--- src/rtl/ps2_host_tx.sv ---
// ---------------------------------------------------------------------------
// ps2_host_tx
// Host-to-device PS/2 transmitter. Sends one command byte (e.g. 0xED LED set,
// 0xFF reset) to the keyboard over the open-drain PS2_CLK / PS2_DAT pair:
// inhibit the clock, issue the request-to-send, shift out data LSB first with
// odd parity and a stop bit, then sample the device's ACK bit.
//
// Optional feature macro: PS2_TX_RETRY_EN
//   defined   : NACK or timeout re-sends the same byte up to RETRY_MAX times
//               before tx_err is pulsed.
//   undefined : the first NACK or timeout pulses tx_err.
//
// Ports
//   clk         in   system clock (50 MHz)
//   reset       in   synchronous, active-high
//   tx_data     in   [7:0] command byte
//   tx_valid    in   request to send tx_data
//   tx_ready    out  idle and able to accept a byte
//   tx_done     out  1-cycle pulse: frame acknowledged by the device
//   tx_err      out  1-cycle pulse: final NACK or timeout
//   busy        out  a frame is in progress
//   rx_inhibit  out  equal to busy; the scan-code receiver drops partial frames
//   ps2_clk_in  in   PS2_CLK pad input (asynchronous)
//   ps2_dat_in  in   PS2_DAT pad input (asynchronous)
//   ps2_clk_oe  out  1 = pull PS2_CLK low, 0 = release
//   ps2_dat_oe  out  1 = pull PS2_DAT low, 0 = release
// ---------------------------------------------------------------------------
module ps2_host_tx #(
  parameter int unsigned INHIBIT_CYC = 6000,
  parameter int unsigned TIMEOUT_CYC = 750000,
  parameter int unsigned FILT_CYC    = 8,
  parameter int unsigned RETRY_MAX   = 2
) (
  input  logic       clk,
  input  logic       reset,
  input  logic [7:0] tx_data,
  input  logic       tx_valid,
  output logic       tx_ready,
  output logic       tx_done,
  output logic       tx_err,
  output logic       busy,
  output logic       rx_inhibit,
  input  logic       ps2_clk_in,
  input  logic       ps2_dat_in,
  output logic       ps2_clk_oe,
  output logic       ps2_dat_oe
);

  localparam int unsigned INH_W = $clog2(INHIBIT_CYC + 1);
  localparam int unsigned TMO_W = $clog2(TIMEOUT_CYC + 1);
  localparam int unsigned FLT_W = $clog2(FILT_CYC + 1);
  localparam int unsigned RTY_W = $clog2(RETRY_MAX + 2);

`ifdef PS2_TX_RETRY_EN
  localparam bit RETRY_EN = 1'b1;
`else
  localparam bit RETRY_EN = 1'b0;
`endif

  typedef enum logic [2:0] {
    S_IDLE,
    S_INHIBIT,
    S_REQ,
    S_BITS,
    S_ACK,
    S_WAITIDLE
  } state_t;

  state_t           r_state;
  logic             r_tx_ready;
  logic             r_tx_done;
  logic             r_tx_err;
  logic             r_busy;
  logic             r_clk_oe;
  logic             r_dat_oe;
  logic [8:0]       r_frame;     // {parity, data}
  logic [3:0]       r_nbit;
  logic [INH_W-1:0] r_icnt;
  logic [TMO_W-1:0] r_tmr;
  logic             r_nack;
  logic [RTY_W-1:0] r_retry;

  logic             r_clk_s1, r_clk_s2;
  logic             r_dat_s1, r_dat_s2;
  logic             r_filt;
  logic [FLT_W-1:0] r_fcnt;
  logic             r_fe;

  logic w_active;
  logic w_timeout;
  logic w_bus_idle;
  logic w_nack_done;
  logic w_fail;
  logic w_can_retry;

  // Two-stage synchroniser plus glitch filter; r_fe pulses once per accepted fall.
  always_ff @(posedge clk) begin
    if (reset) begin
      r_clk_s1 <= 1'b1;
      r_clk_s2 <= 1'b1;
      r_dat_s1 <= 1'b1;
      r_dat_s2 <= 1'b1;
      r_filt   <= 1'b1;
      r_fcnt   <= '0;
      r_fe     <= 1'b0;
    end else begin
      r_clk_s1 <= ps2_clk_in;
      r_clk_s2 <= r_clk_s1;
      r_dat_s1 <= ps2_dat_in;
      r_dat_s2 <= r_dat_s1;
      r_fe     <= 1'b0;
      // Filtered level only follows after FILT_CYC consecutive differing samples.
      if (r_clk_s2 == r_filt) begin
        r_fcnt <= '0;
      end else if (r_fcnt == FLT_W'(FILT_CYC - 1)) begin
        r_filt <= r_clk_s2;
        r_fcnt <= '0;
        r_fe   <= ~r_clk_s2;
      end else begin
        r_fcnt <= r_fcnt + 1'b1;
      end
    end
  end

  assign w_active    = (r_state == S_REQ) || (r_state == S_BITS) ||
                       (r_state == S_ACK) || (r_state == S_WAITIDLE);
  assign w_timeout   = w_active && (r_tmr == TMO_W'(TIMEOUT_CYC - 1));
  assign w_bus_idle  = r_clk_s2 & r_dat_s2;
  assign w_nack_done = (r_state == S_WAITIDLE) && w_bus_idle && r_nack;
  assign w_fail      = w_timeout || w_nack_done;
  assign w_can_retry = RETRY_EN && (r_retry < RTY_W'(RETRY_MAX));

  // Frame sequencer with registered outputs.
  always_ff @(posedge clk) begin
    if (reset) begin
      r_state    <= S_IDLE;
      r_tx_ready <= 1'b0;
      r_tx_done  <= 1'b0;
      r_tx_err   <= 1'b0;
      r_busy     <= 1'b0;
      r_clk_oe   <= 1'b0;
      r_dat_oe   <= 1'b0;
      r_frame    <= '0;
      r_nbit     <= '0;
      r_icnt     <= '0;
      r_tmr      <= '0;
      r_nack     <= 1'b0;
      r_retry    <= '0;
    end else begin
      r_tx_done <= 1'b0;
      r_tx_err  <= 1'b0;
      if (w_fail) begin
        // Failure: release the bus, then either re-send or report.
        r_dat_oe <= 1'b0;
        if (w_can_retry) begin
          r_retry  <= r_retry + 1'b1;
          r_clk_oe <= 1'b1;
          r_icnt   <= '0;
          r_state  <= S_INHIBIT;
        end else begin
          r_clk_oe <= 1'b0;
          r_tx_err <= 1'b1;
          r_busy   <= 1'b0;
          r_state  <= S_IDLE;
        end
      end else begin
        case (r_state)
          S_IDLE: begin
            r_clk_oe <= 1'b0;
            r_dat_oe <= 1'b0;
            if (r_tx_ready && tx_valid) begin
              r_frame    <= {~^tx_data, tx_data};
              r_retry    <= '0;
              r_tx_ready <= 1'b0;
              r_busy     <= 1'b1;
              r_clk_oe   <= 1'b1;
              r_icnt     <= '0;
              r_state    <= S_INHIBIT;
            end else begin
              r_tx_ready <= 1'b1;
            end
          end
          S_INHIBIT: begin
            r_icnt <= r_icnt + 1'b1;
            // Start bit goes out in the last inhibit cycle.
            if (r_icnt == INH_W'(INHIBIT_CYC - 2)) begin
              r_dat_oe <= 1'b1;
            end
            if (r_icnt == INH_W'(INHIBIT_CYC - 1)) begin
              r_clk_oe <= 1'b0;
              r_tmr    <= '0;
              r_state  <= S_REQ;
            end
          end
          S_REQ: begin
            r_tmr <= r_tmr + 1'b1;
            if (r_fe) begin
              r_dat_oe <= ~r_frame[0];
              r_nbit   <= 4'd1;
              r_state  <= S_BITS;
            end
          end
          S_BITS: begin
            r_tmr <= r_tmr + 1'b1;
            if (r_fe) begin
              if (r_nbit == 4'd9) begin
                r_dat_oe <= 1'b0;  // stop bit
                r_state  <= S_ACK;
              end else begin
                r_dat_oe <= ~r_frame[r_nbit];
                r_nbit   <= r_nbit + 4'd1;
              end
            end
          end
          S_ACK: begin
            r_tmr <= r_tmr + 1'b1;
            if (r_fe) begin
              r_nack  <= r_dat_s2;
              r_state <= S_WAITIDLE;
            end
          end
          S_WAITIDLE: begin
            r_tmr <= r_tmr + 1'b1;
            // NACK completion is taken by the failure branch above.
            if (w_bus_idle) begin
              r_tx_done <= 1'b1;
              r_busy    <= 1'b0;
              r_state   <= S_IDLE;
            end
          end
          default: begin
            r_state <= S_IDLE;
          end
        endcase
      end
    end
  end

  assign tx_ready   = r_tx_ready;
  assign tx_done    = r_tx_done;
  assign tx_err     = r_tx_err;
  assign busy       = r_busy;
  assign rx_inhibit = r_busy;
  assign ps2_clk_oe = r_clk_oe;
  assign ps2_dat_oe = r_dat_oe;

endmodule

--- config.mk ---
export PLATFORM = sky130hd
export DESIGN_NAME = ps2_host_tx
export DESIGN_NICKNAME = d
export VERILOG_FILES = /design/src/rtl/ps2_host_tx.sv
export SDC_FILE = /design/constraint.sdc
export NUM_CORES = 1
export LEC_CHECK = 0
export ABC_AREA = 1
export BUFFER_PORTS_ARGS = -buffer_cell sky130_fd_sc_hd__buf_2
export CORE_UTILIZATION = 44
export DETAILED_ROUTE_END_ITERATION = 10
export PLACE_DENSITY = 0.62
export SLEW_MARGIN = 20
export SYNTH_ARGS = -nofsm -noshare
export SYNTH_HDL_FRONTEND = slang
export SYNTH_SLANG_ARGS = --single-unit
--- constraint.sdc ---
create_clock -name clk -period 1.97 [get_ports clk]
set_input_delay 0.0985 -clock clk [delete_from_list [all_inputs] [get_ports clk]]
set_output_delay 0.0985 -clock clk [all_outputs]
set_load 0.02 [all_outputs]
==> metrics.md <==
| Metric | Value |
|---|---|
| Mean Syn Cell Area | `6.71 µm²` |
| Worst-path fanout max | `19` |
| WHS | `35.8 ps` |
| Worst Tran Pin Value | `401 ps` |
| Final #Nets | `578` |
| DP HPWL | `5460 µm` |
| Largest family of logic cells by synthesized area | `simple AND/OR/NAND/NOR gates` |
| Total wire length | `7570 µm` |
| Required @ worst endpoint | `2250 ps` |
| Most common cell on crit path | `nor2_2` |
| Starting Density | `0.457` |
| Worst R2R Start | `r_icnt[1]` |
| Post-synthesis adder-cell area fraction | `0.0213` |
| DRT iter0 DRCs | `89` |
| Tcrit/Tclk final | `0.908` |
| Via count | `3245` |
| Mapped Cells | `526` |
| Mux cell area share after synthesis | `0` |
| CP Class | `flip-flop to flip-flop` |
| Run status | `complete, no violations` |
| Sequential fraction of the synthesis area | `0.374` |
| Row count | `32` |
| Commonest non-fill, non-tap cells in the layout | `nand2_1 (131), nor2_1 (91), dfxtp_1 (66), inv_1 (47), a21oi_1 (41)` |
| Yosys top cell area share | `0.374` |
| CP cell instances | `ha_1 > inv_1 > nor2_2 > nand3_1 > nor2_2 > nor2_1 > nor2_4 > buf_12 > nand2_1 > a21oi_1` |
| WP depth | `10` |
| P_leak | `1.54 nW` |
| R2R depth | `10` |
| VDD IR max | `0.000837 V` |
| Final setup fails | `0` |
| Crit path to | `r_tmr[13]` |
| Slew headroom | `0.731` |
| Fin. Hold Viols | `0` |
| Clk buf depth | `2` |
| Die X | `91.6 µm` |
| Final Skew | `15.5 ps` |
| Initial antenna violation count | `0` |
| Synth Area in Compound Gates | `0.110` |
| CTS Buf Count | `9` |
| Flop2flop setup slack | `180 ps` |
| DIE HEIGHT | `91.6 µm` |
| Slowest CP cell | `dfxtp_1` |
| CP peak stage delay | `400 ps` |
| Area share of and/or/nand/nor cells after synthesis | `0.358` |
| IO Port Bufs | `19` |
| Share of cells above drive strength 1 | `0.131` |
| CTS tree | `yes` |
| Mapped Nets | `545` |
| All-Layer GR Usage | `0.203` |
| Avg WL per Cell | `11.4 µm` |
| I/O Pins | `20` |
| Final setup TNS | `0 ps` |
| H-tree Lvls | `3` |
| Worst R2R End | `r_tmr[13]` |
| F_max | `559 MHz` |
| Yosys reg bits | `66` |
| Via-to-Cell Ratio | `4.87` |
| Yosys top cell by area | `dfxtp_1` |
| Distinct cells, synth | `35` |
| CTS sink count | `66` |
| Crit path from | `r_icnt[1]` |
| Synth area leaders | `dfxtp_1 (37%), nand2_1 (14%), nor2_1 (9.8%)` |
| CP top delay family | `simple AND/OR/NAND/NOR gates` |
| Root buf cell | `clkbuf_8` |
| RSZ-0062 raised after global routing | `false` |
| Max_cap viols | `0` |
| WP buf/inv | `2` |
| Routed Antenna Nets | `0` |
| Diode count | `0` |
| Gpl congestion | `0.916` |
| Commonest non-fill, non-tap cell in the layout | `nand2_1` |
| CTS clk-pin slew, worst paths | `70 ps` |
| Ys Warns | `0` |
| Mapped cell area | `3530 µm²` |
| # fillers | `780` |
| Drc violations | `0` |
| CP Capture Type | `flip-flop` |
| Clock Latency Late Sink | `350 ps` |
| Crit path launch type | `flip-flop` |
| Hold Crit Class | `primary input to flip-flop` |
| Synth-to-layout area growth | `15.1%` |
| Drt pass-1 iters | `6` |
| XOR/XNOR Fraction of Synth Area | `0.0571` |
| Vias in the first global route | `3098` |
| Cell Pwr Density | `1060 nW/µm²` |
| Setup bufs post-CTS | `0` |
| Die ar. | `8380 µm²` |
| Gr ovfl total | `0` |
| Critical Path AT | `2060 ps` |
| Core ar. | `7730 µm²` |
| First-pass GRT wire length | `13700 µm` |
| Slew Viols, Final | `0` |
| Largest net degree at the start of global routing | `28` |
| Minimum clock period | `1790 ps` |
-- worst min path at each step --
stage,from,to,slack (ps),cells past startpoint
after global routing,reset,r_icnt[1],40,2
final,reset,r_icnt[0],40,2
after CTS,reset,r_icnt[0],20,2
after floorplan,ps2_clk_in,r_clk_s1,200,1
after detailed placement,ps2_clk_in,r_clk_s1,290,2
after global placement,ps2_dat_in,r_dat_s1,280,2
-- report_power, final --
| group | total [mW] | switching, mW | internal, mW | leakage, nW |
|---|---|---|---|---|
| clock | 1.29 | 0.538 | 0.748 | 0.112 |
| combinational | 1.45 | 0.946 | 0.507 | 0.897 |
| sequential | 1.55 | 0.0916 | 1.46 | 0.535 |
-- metrics by stage --
step	setup WS (ps)	total power, mW	util	cell area [µm²]	std cells
floorplan	367	2.63	-	3530	526
global placement	178	3.01	0.488	3770	644
detailed placement	163	3.02	0.488	3770	644
CTS	131	4.34	0.525	4060	666
global route	14.6	4.58	0.526	4060	666
finish	182	4.29	0.526	4060	666
-- cell usage after synthesis --
cell and instances:
o221a_2 1, inv_2 9, nor4_1 1, inv_1 47
nor2_4 3, and3_1 1, dfxtp_1 66, clkbuf_1 7
and2_1 1, nor2_1 92, ha_1 6, o211ai_1 3
buf_6 3, nor3_1 9, xnor2_1 8, o22ai_1 1
nor3b_1 1, o2111ai_1 1, nand3_2 1, a31oi_1 1
nand2_2 2, buf_4 1, nand2_1 131, nand4_1 5
or2_2 5, a21oi_1 41, a21oi_4 1, nand3b_1 2
xor2_1 15, nand3_1 31, nand4_2 1, nor2_2 3
o21ai_0 22, buf_2 1, nand2_4 3
-- registers in the layout (all words and copies together), names as in the netlist --
register and count:
tx_ready 1, busy 1, ps2_dat_oe 1, r_fcnt 4, r_tmr 20, r_nack 1
r_state 3, r_filt 1, ps2_clk_oe 1, tx_err 1, r_clk_s1 1, r_icnt 13
tx_done 1, r_frame 9, r_clk_s2 1, r_dat_s2 1, r_fe 1, r_dat_s1 1
r_nbit 4
-- per-layer routing --
layer	vias to the layer above	global-route usage	wire [µm]	part of all wire
li1	1735	-	-	-
met1	1457	0.259	3680	0.49
met2	42	0.325	3530	0.47
met3	11	0.0553	214	0.028
met4	0	0.0807	147	0.019
met5	-	0	0	0
-- repair_timing --
action,in CTS,in global routing
hold endpoints to repair,6,0
gates resized for setup,0,1
hold buffers,6,0
setup endpoints to repair,0,3
-- area by class of cell --
type,count,area [µm²],area share
Clock inverter,6,90.1,0.0222
Inverter,56,210,0.0517
Multi-Input combinational cell,392,1930,0.475
Sequential cell,66,1320,0.325
Clock buffer,10,138,0.0339
Timing Repair Buffer,34,248,0.0610
Tap cell,102,128,0.0314
-- cell families (layout without fill, tap and decap cells) --
logic type,count (synthesis),after routing
simple gates,292,292
xor+xnor,23,23
compound gates,71,71
fa+ha+maj,6,6
buf+inv,68,106
flops,66,66
(Power assumes the default switching activity.)
